**config.mk**
```make
export PLATFORM = sky130hd
export DESIGN_NAME = timing_gen
export DESIGN_NICKNAME = d
export VERILOG_FILES = /design/src/rtl/timing_gen.sv
export SDC_FILE = /design/constraint.sdc
export NUM_CORES = 1
export LEC_CHECK = 0
export CAP_MARGIN = 20
export CELL_PAD_IN_SITES_DETAIL_PLACEMENT = 1
export CELL_PAD_IN_SITES_GLOBAL_PLACEMENT = 1
export CORE_ASPECT_RATIO = 1.25
export CORE_UTILIZATION = 30
export CTS_CLUSTER_DIAMETER = 200
export DETAILED_ROUTE_END_ITERATION = 16
export GPL_TIMING_DRIVEN = 0
export HOLD_SLACK_MARGIN = 0.02
export PLACE_DENSITY_LB_ADDON = 0.1
export SKIP_LAST_GASP = 1
export SYNTH_ARGS = -nofsm -noshare
export SYNTH_HDL_FRONTEND = slang
export SYNTH_SLANG_ARGS = --single-unit
```
**constraint.sdc**
```tcl
create_clock -name clk -period 1.4 [get_ports clk]
set_input_delay 0.14 -clock clk [delete_from_list [all_inputs] [get_ports clk]]
set_output_delay 0.14 -clock clk [all_outputs]
set_load 0.01 [all_outputs]
```
**src/rtl/timing_gen.sv**
```systemverilog
// ----------------------------------------------------------------------------
// timing_gen - beat/phase timing sequencer
//
// A start pushbutton (qd) launches a sequence of beats. Each beat is made of
// three one-clock phases T1, T2, T3. At the edge that ends T3, the controller
// inputs decide the next beat:
//   stop         -> return to idle
//   W1 + short   -> repeat W1
//   W1           -> W2
//   W2 + long    -> W3
//   W2 / W3      -> W1
//
// Ports
//   clk       in   system clock, rising edge
//   clr       in   synchronous active-high reset
//   qd        in   asynchronous start pushbutton (level)
//   short     in   end instruction after W1 (sampled at end of T3 only)
//   long      in   insert W3 after W2      (sampled at end of T3 only)
//   stop      in   halt after current beat (sampled at end of T3 only)
//   t1..t3    out  one-hot phase, all 0 when idle
//   w1..w3    out  one-hot beat, all 0 when idle
//   running   out  1 while sequencing
//   beat_cnt  out  completed beats since reset, wraps 255 -> 0
// ----------------------------------------------------------------------------
module timing_gen (
    input  logic       clk,
    input  logic       clr,
    input  logic       qd,
    input  logic       short,
    input  logic       long,
    input  logic       stop,
    output logic       t1,
    output logic       t2,
    output logic       t3,
    output logic       w1,
    output logic       w2,
    output logic       w3,
    output logic       running,
    output logic [7:0] beat_cnt
);

    typedef enum logic [0:0] {StIdle, StRun} state_e;

    localparam logic [2:0] Sel1 = 3'b001;
    localparam logic [2:0] Sel2 = 3'b010;
    localparam logic [2:0] Sel3 = 3'b100;

    // Start pushbutton synchroniser and rising-edge detector
    logic       sync1_q, sync2_q, delay_q;
    // fill_q[1] marks that sync2_q holds a genuine post-reset qd sample
    logic [1:0] fill_q;
    // Set once qd has been seen low after reset, so a button held through
    // reset cannot launch the sequencer.
    logic       armed_q;
    logic       start;

    always_ff @(posedge clk) begin
        if (clr) begin
            sync1_q <= 1'b0;
            sync2_q <= 1'b0;
            delay_q <= 1'b0;
            fill_q  <= 2'b00;
            armed_q <= 1'b0;
        end else begin
            sync1_q <= qd;
            sync2_q <= sync1_q;
            delay_q <= sync2_q;
            fill_q  <= {fill_q[0], 1'b1};
            armed_q <= armed_q | (fill_q[1] & ~sync2_q);
        end
    end

    assign start = sync2_q & ~delay_q & armed_q;

    // Sequencer state
    state_e     state_q, state_d;
    logic [2:0] phase_q, phase_d;
    logic [2:0] beat_q,  beat_d;
    logic [7:0] cnt_q,   cnt_d;

    always_ff @(posedge clk) begin
        if (clr) begin
            state_q <= StIdle;
            phase_q <= 3'b000;
            beat_q  <= 3'b000;
            cnt_q   <= 8'd0;
        end else begin
            state_q <= state_d;
            phase_q <= phase_d;
            beat_q  <= beat_d;
            cnt_q   <= cnt_d;
        end
    end

    always_comb begin
        state_d = state_q;
        phase_d = phase_q;
        beat_d  = beat_q;
        cnt_d   = cnt_q;
        unique case (state_q)
            StIdle: begin
                if (start) begin
                    state_d = StRun;
                    phase_d = Sel1;
                    beat_d  = Sel1;
                end
            end
            StRun: begin
                if (phase_q[2]) begin
                    // End of beat: controller inputs are only honoured here
                    cnt_d   = cnt_q + 8'd1;
                    phase_d = Sel1;
                    if (stop) begin
                        state_d = StIdle;
                        phase_d = 3'b000;
                        beat_d  = 3'b000;
                    end else if (beat_q[0]) begin
                        beat_d = short ? Sel1 : Sel2;
                    end else if (beat_q[1]) begin
                        beat_d = long ? Sel3 : Sel1;
                    end else begin
                        beat_d = Sel1;
                    end
                end else begin
                    phase_d = {phase_q[1:0], 1'b0};
                end
            end
        endcase
    end

    // All outputs come straight from flops
    assign t1       = phase_q[0];
    assign t2       = phase_q[1];
    assign t3       = phase_q[2];
    assign w1       = beat_q[0];
    assign w2       = beat_q[1];
    assign w3       = beat_q[2];
    assign running  = (state_q == StRun);
    assign beat_cnt = cnt_q;

endmodule

```
======== Word level (Yosys, flattened, before mapping) ========
Cells that the tools add are included.
word-level totals
  register bits ........................... 21
  output and inout port bits .............. 15
  bits of input ports ..................... 6
  logic and storage cells ................. 38
cells by class
  mux-type cells .......................... 16
  equal/unequal tests ..................... 2
  $add $sub $neg .......................... 1
  bitwise logic cells ..................... 7
  reduce and logical (&&, ||, !) cells .... 2
operators by type and width
  kind                 count
  $mux 3               7
  $pmux 3 s2           2
  $add 8x1->8 const B  1
  $mux 1               5
  $reduce_and 2->1     2
  $and 1x1->1          3
  $not 1->1            3
  $mux 2               1
  $ne 2x1->1 const B   1
  $ne 2x2->1 const B   1
  $pmux 1 s2           1
  $or 1x1->1           1

======== Depth between registers and ports, before layout ========
Gate-level depths: netlist of the first run.
  depth in word-level cells ............... 6
  gate-level depth with buffers ........... 4
  mapped depth without buffers ............ 4

======== Least setup slack after synthesis of the first run ========
OpenSTA, ideal clock, no wires.
  path kind ............................... register to register
  from .................................... register phase_q[2]
  to ...................................... register cnt_q[7], in the netlist beat_cnt[7]
  path slack .............................. 76 ps
  arrival time ............................ 1253 ps
  stages on the path, launching flop included .. 5
  buffers on the path ..................... 1
  period minus slack after synthesis ...... 1324 ps
  data required time ...................... 1329 ps
  cell sequence ........................... dfxtp_1 buf_4 nand4_2 or4_1 a21oi_1
between the ends
  word-level cells in the longest chain between the ends .. 1
ends and longest elaborated chain
  item                        line  source
  start, declared             77    logic [2:0] phase_q, phase_d;
  start signal, assigned      89    phase_q <= phase_d;
  $reduce_and 2->1 (no line)  --
  end signal, assigned        91    cnt_q <= cnt_d;
  end, declared               79    logic [7:0] cnt_q, cnt_d;
Every way passes these cells.
A chain may end at the register's enable or synchronous reset.

======== Worst setup path after layout of the first run ========
  from .................................... register cnt_q[1], in the netlist beat_cnt[1]
  to ...................................... output beat_cnt[1]
RTL lines
  item           line  source
  end, declared  39    output logic [7:0] beat_cnt
No word-level cell between the ends.

==> results of run 1 <==
==> cell usage in the layout, fill, tap and decap left out <==
master	Yosys	layout
a311oi_1	2	2
a221oi_1	1	1
buf_4	1	5
dfxtp_1	21	10
nand3_1	3	3
nor2_1	4	4
dlymetal6s2s_1	0	6
clkbuf_1	3	3
o31ai_1	1	1
xnor2_1	1	1
dfxtp_2	0	9
clkinv_2	0	1
nand2_2	1	1
ha_1	1	1
o211ai_1	2	2
nor2b_1	5	5
inv_1	6	6
nand2b_1	1	1
o21ai_0	5	5
a21oi_1	11	11
nand4_1	1	1
dfxtp_4	0	2
nand3b_1	5	5
o221a_2	1	1
nand4_4	0	1
or4_1	3	3
nand2_1	3	3
or3_1	4	4
clkdlybuf4s50_1	0	13
xor2_1	1	1
clkbuf_4	0	3
==> metal layers <==
| layer | global-route usage | vias to the layer above | wire length (um) |
|---|---|---|---|
| li1 | - | 371 | - |
| met2 | 0.242 | 14 | 1040 |
| met5 | 0 | - | 0 |
| met3 | 0.0326 | 2 | 69 |
| met1 | 0.156 | 356 | 886 |
| met4 | 0.0882 | 0 | 21 |
==> stage by stage <==
step | power [uW] | hold slack (ns) | util | TNS [ns] | cell area (um^2)
2_1_floorplan | 647 | 0.262 | - | 0 | 821
3_3_place_gp | 672 | 0.415 | 0.421 | 0 | 1050
3_5_place_dp | 675 | 0.430 | 0.421 | 0 | 1050
4_1_cts | 973 | 0.227 | 0.436 | -0.0204 | 1090
5_1_grt | 1010 | 0.240 | 0.461 | -0.163 | 1150
6_report | 959 | 0.214 | 0.461 | 0 | 1150
==> synthesized netlist by cell type, types with 2 or more instances <==
master | instances | share of area
dfxtp_1 | 21 | 0.51
a21oi_1 | 11 | 0.067
inv_1 | 6 | 0.027
nand3b_1 | 5 | 0.046
nor2b_1 | 5 | 0.038
o21ai_0 | 5 | 0.030
nor2_1 | 4 | 0.018
or3_1 | 4 | 0.030
clkbuf_1 | 3 | 0.014
nand2_1 | 3 | 0.014
nand3_1 | 3 | 0.018
or4_1 | 3 | 0.027
a311oi_1 | 2 | 0.021
o211ai_1 | 2 | 0.018
==> timing repair <==
item | 4_1_cts | 5_1_grt
pin swaps | 0 | 0
setup endpoints to repair | 9 | 14
resized for setup | 8 | 12
endpoints found under the hold margin | 0 | 0
setup buffers | 0 | 4
==> layout make-up <==
cell class / count / area, um^2
clock buffer: 3 / 22.5
timing repair buffer: 23 / 235
tap: 33 / 41.3
multi-input combinational: 57 / 368
buffer: 4 / 18.8
fill: 292 / 1350
sequential: 21 / 439
inverter: 6 / 22.5
clock inverter: 1 / 5.00
==> cells by family after synthesis <==
group / count (synthesis)
adders and majority gates: 1
AOI/OAI and AO/OA: 23
xor gates and xnor gates: 2
and+or+nand+nor: 31
DFF: 21
buffers and inverters: 10
==> state kept, by name (all words and copies together), names as in the netlist <==
signal / count
armed_q: 1
beat_cnt: 8
beat_q: 3
delay_q: 1
fill_q: 2
phase_q: 3
running: 1
sync1_q: 1
sync2_q: 1
==> worst max path at each step <==
| stage | end |
|---|---|
| detailed placement | beat_cnt[7] |
| finish | beat_cnt[1] |
| global placement | beat_q[1] |
| floorplan | beat_cnt[7] |
| global route | beat_cnt[7] |
| CTS | running |
==> power by group <==
part | internal (uW) | switching [uW] | total (uW)
clock network | 107 | 194 | 300
registers | 605 | 4.81 | 610
logic | 24.7 | 24.1 | 48.8
total | 736 | 223 | 959
==> metrics.csv, run 1 <==
stage,metric,value,unit
worst_hold_path,hp-class,input pin to flop,
worst_setup_path,rrSetupSlack,0.02,ns
worst_setup_path,crit_family,buffers and inverters,
worst_setup_path,worstSetupPathType,flop to primary output,
synthesis,syn_area,821,um^2
detailed_routing,vias,743,
timing,min_period,1.39,ns
placed_design,dp_hpwl,1.32,mm
grt,grt_max_degree,13,
grt,antenna_found_initial,0,
synthesis,yosysSeqAreaShare,0.512,
worst_setup_path,cp-startpoint,beat_cnt[1],
worst_setup_path,worstPathCellList,clkdlybuf4s50_1,
worst_setup_path,slowest_delay,0.55,ns
synthesis,synth_fa_ha_area_frac,0.0152,
grt,grt_pass1_wl,3.03,mm
detailed_routing,firstDrtPassIters,4,
detailed_routing,wire_per_inst,13.6,um
timing,fin_ws,0.00586,ns
die,start_util,0.328,
clocking,clk_latency,0.31,ns
worst_setup_path,crit_fanout,4,
clocking,numCtsBuffers,3,
final_layout,drive_gt1_frac,0.200,
worst_setup_path,cp.depth,1,
power_and_ir_drop,ir_drop,0.457,mV
placed_design,placedCellCount,140,
synthesis,synth.mux.area_fraction,0,
synthesis,synth_top_family_by_area,simple AND/OR/NAND/NOR gates,
timing,finClkSkew,0.00541,ns
timing,maxSlewViolCount,0,
synthesis,syn_area_per_cell,9.33,um^2
timing,max_slew_margin,0.663,
worst_setup_path,worstReg2RegStart,phase_q[2],
clocking,cts_tree,done,
grt,grt_pass1_vias,680,
worst_hold_path,hold_end,fill_q[0],
clocking,path_clk_slew,0.12,ns
placed_design,place_ws,0.0144,ns
timing,fin_crit_sh,0.996,
die,core-area,0.00250,mm^2
worst_setup_path,reg2reg_depth,4,
synthesis,synth_edf_count,0,
final_layout,syn_to_final_growth,40.4,%
timing,worst_pin_slew,0.506,ns
synthesis,synth-seq-cells,21,
timing,setup_violations,0,
final_layout,antennaDiodeCount,0,
worst_hold_path,hold_depth,2,
die,die_area,0.00295,mm^2
die,io_pins,21,
job,drv_cap,0,
synthesis,syn_nets,95,
detailed_routing,postRouteAntennaNets,0,
die,die_height,60.5,um
placed_design,gp_congestion,0.695,
worst_setup_path,worstPathArrival,1.25,ns
timing,fmax,717,MHz
timing,rsz0062_at_grt,yes,
detailed_routing,viasPerCell,5.02,
synthesis,ys.warnings.count,0,
synthesis,yosys.area_share.simple,0.230,
worst_setup_path,start_kind,flop,
worst_setup_path,path_buf_inv,1,
die,die_w,48.8,um
final_layout,layout.cells.non_filler,148,
synthesis,synthFlopType,dfxtp_1,
outcome,status,"finished, final reports clean",
synthesis,synthCells,88,
timing,hold_viol,0,
clocking,clock_path_buffers,2,
final_layout,fin_nets,123,
detailed_routing,finalWirelength,2.02,mm
grt,grt_overflow,0,
synthesis,synth_compound_area_frac,0.171,
clocking,hold_buffers,0,
clocking,cts.sinks,21,
synthesis,async_flop_share,0,
worst_setup_path,required,1.26,ns
worst_hold_path,min_from,clr,
grt,globalRouteTotalUtil,0.139,
power_and_ir_drop,leakagePower,0.000503,uW
clocking,h-tree-depth,1,
die,rows,20,
power_and_ir_drop,cellPowerDensity,832,mW/mm^2
detailed_routing,drc,0,
worst_setup_path,cpMaxStageDelayCell,clkdlybuf4s50_1,
clocking,cts_root_buffer,clkbuf_4,
placed_design,io_buffer_count,19,
worst_setup_path,end_kind,primary output,
detailed_routing,drt_iter0_drc,3,
worst_setup_path,reg2reg_to,beat_cnt[7],
synthesis,synth_cell_types,25,
synthesis,synth_xor_area_frac,0.0213,
Note: power is estimated with default switching activity, not from simulation.
==> run 2, diff against run 1 <==
--- a/config.mk
+++ b/config.mk
@@ -8,14 +8,15 @@
 export CAP_MARGIN = 20
 export CELL_PAD_IN_SITES_DETAIL_PLACEMENT = 1
 export CELL_PAD_IN_SITES_GLOBAL_PLACEMENT = 1
-export CORE_ASPECT_RATIO = 1.25
-export CORE_UTILIZATION = 30
+export CORE_ASPECT_RATIO = 1.75
+export CORE_UTILIZATION = 34
 export CTS_CLUSTER_DIAMETER = 200
 export DETAILED_ROUTE_END_ITERATION = 16
 export GPL_TIMING_DRIVEN = 0
 export HOLD_SLACK_MARGIN = 0.02
 export PLACE_DENSITY_LB_ADDON = 0.1
 export SKIP_LAST_GASP = 1
+export SLEW_MARGIN = 20
 export SYNTH_ARGS = -nofsm -noshare
 export SYNTH_HDL_FRONTEND = slang
 export SYNTH_SLANG_ARGS = --single-unit
==> metrics.csv, run 2 (synthesis results as in run 1) <==
stage,metric,value,unit
grt,globalRouteTotalUtil,0.176,
detailed_routing,postRouteAntennaNets,0,
final_layout,fin_nets,119,
worst_setup_path,crit_family,buffers and inverters,
timing,maxSlewViolCount,0,
grt,grt_max_degree,13,
power_and_ir_drop,finalPower,1060,uW
clocking,clk_latency,0.26,ns
worst_setup_path,worstPathArrival,1.24,ns
clocking,h-tree-depth,1,
grt,antenna_found_initial,0,
clocking,hold_buffers,0,
die,core-area,0.00227,mm^2
die,die_area,0.00262,mm^2
detailed_routing,firstDrtPassIters,3,
clocking,clock_path_buffers,2,
power_and_ir_drop,ir_drop,0.491,mV
power_and_ir_drop,cellPowerDensity,954,mW/mm^2
placed_design,io_buffer_count,19,
placed_design,post_dp_cell_area,0.00104,mm^2
die,rows,23,
clocking,numCtsBuffers,3,
worst_setup_path,path_buf_inv,1,
timing,worst_pin_slew,0.506,ns
die,io_pins,21,
final_layout,syn_to_final_growth,34.9,%
final_layout,layout.cells.non_filler,136,
grt,grt_pass1_wl,3.28,mm
final_layout,fin_area,0.00111,mm^2
detailed_routing,wire_per_inst,14.2,um
worst_setup_path,required,1.26,ns
die,die_w,39.1,um
timing,fmax,722,MHz
timing,rsz0062_at_grt,yes,
placed_design,gp_congestion,0.670,
worst_setup_path,crit_fanout,6,
timing,finClkSkew,0.00347,ns
worst_setup_path,cpMaxStageDelayCell,clkdlybuf4s50_1,
clocking,path_clk_slew,0.08,ns
worst_hold_path,hp-class,input pin to flop,
outcome,status,"finished, final reports clean",
clocking,cts.sinks,21,
worst_setup_path,cp-startpoint,running,
grt,grt_pass1_vias,757,
worst_setup_path,worstPathCellList,clkdlybuf4s50_1,
power_and_ir_drop,leakagePower,0.000392,uW
detailed_routing,vias,747,
worst_setup_path,end_kind,primary output,
die,die_height,67.0,um
detailed_routing,drc,0,
placed_design,dp_hpwl,1.41,mm
final_layout,final_cell_mix,"clkdlybuf4s50_1, dfxtp_1, a21oi_1",
clocking,cts_tree,done,
worst_setup_path,worstSetupPathType,flop to primary output,
detailed_routing,drt_iter0_drc,11,
final_layout,largest_register_ffs,8,
timing,hold_viol,0,
timing,max_slew_margin,0.663,
clocking,cts_root_buffer,clkbuf_8,
timing,setup_violations,0,
grt,grt_overflow,0,
worst_setup_path,slowest_delay,0.57,ns
final_layout,antennaDiodeCount,0,
worst_hold_path,min_from,clr,
detailed_routing,finalWirelength,1.93,mm
timing,fin_crit_sh,0.989,
placed_design,placedCellCount,132,
die,start_util,0.361,
timing,min_period,1.38,ns
worst_setup_path,worstReg2RegStart,phase_q[2],
job,drv_cap,0,
detailed_routing,viasPerCell,5.49,
final_layout,layout_commonest_cell,clkdlybuf4s50_1,
final_layout,drive_gt1_frac,0.126,
worst_setup_path,start_kind,flop,
[run 2: cell types whose count changed in the layout (fill, tap and decap cells not counted), sizes merged]
cell	delta
dlymetal6s2s	-5
clkdlybuf4s50	+5
buf	-4
[run 2: final cells by class]
class,instances,area (um^2)
fill,275,1170
sequential,21,428
multi-input combinational,57,368
timing repair buffer,19,193
clock buffer,3,41.3
tap,25,31.3
inverter,6,22.5
buffer,4,18.8
clock inverter,1,5.00
[run 2: stage by stage]
step | util | hold WS, ns | worst slack (ns) | setup TNS, ns
2_1_floorplan | - | 0.262 | 0.0761 | 0
3_3_place_gp | 0.458 | 0.417 | 0.0393 | 0
3_5_place_dp | 0.458 | 0.430 | 0.00219 | 0
4_1_cts | 0.479 | 0.262 | -0.0167 | -0.0167
5_1_grt | 0.487 | 0.288 | -0.0269 | -0.0460
6_report | 0.487 | 0.253 | 0.0157 | 0
[run 2: routing by layer]
layer | global-route usage | vias to the layer above | part of all wire
met3 | 0.0200 | 4 | 0.031
met1 | 0.185 | 367 | 0.40
met2 | 0.321 | 18 | 0.56
li1 | - | 358 | -
met5 | 0 | - | 0
met4 | 0.0905 | 0 | 0.015
[run 2: timing repair]
item | CTS | global route
gates resized for setup | 1 | 7
setup buffers | 0 | 0
setup endpoints to repair | 2 | 9
[run 2: final timing paths]
path	cells past startpoint	to	slack [ns]
worst max-delay path	1	running	0.02
worst min-delay path	2	fill_q[0]	0.25
worst max register to register	4	beat_cnt[7]	0.06
worst min register to register	1	sync2_q	0.44
[run 2: worst reg2reg max path: stages, from the launching register on]
cell and delay (ns):
dfxtp_1 0.33, buf_4 0.17, nand4_4 0.15, or4_1 0.49, a21oi_1 0.14
[run 2: report_power, final]
part / leakage, uW / internal [uW] / switching, uW
clock network: 0.0000255 / 198 / 200
logic: 0.000193 / 22.9 / 22.7
registers: 0.000174 / 608 / 5.59
==> run 3, diff against run 2 <==
--- a/config.mk
+++ b/config.mk
@@ -13,7 +13,7 @@
 export CTS_CLUSTER_DIAMETER = 200
 export DETAILED_ROUTE_END_ITERATION = 16
 export GPL_TIMING_DRIVEN = 0
-export HOLD_SLACK_MARGIN = 0.02
+export HOLD_SLACK_MARGIN = 0.1
 export PLACE_DENSITY_LB_ADDON = 0.1
 export SKIP_LAST_GASP = 1
 export SLEW_MARGIN = 20
==> results of run 3 <==
Final layout, timing and power as in run 2 (identical DEF).
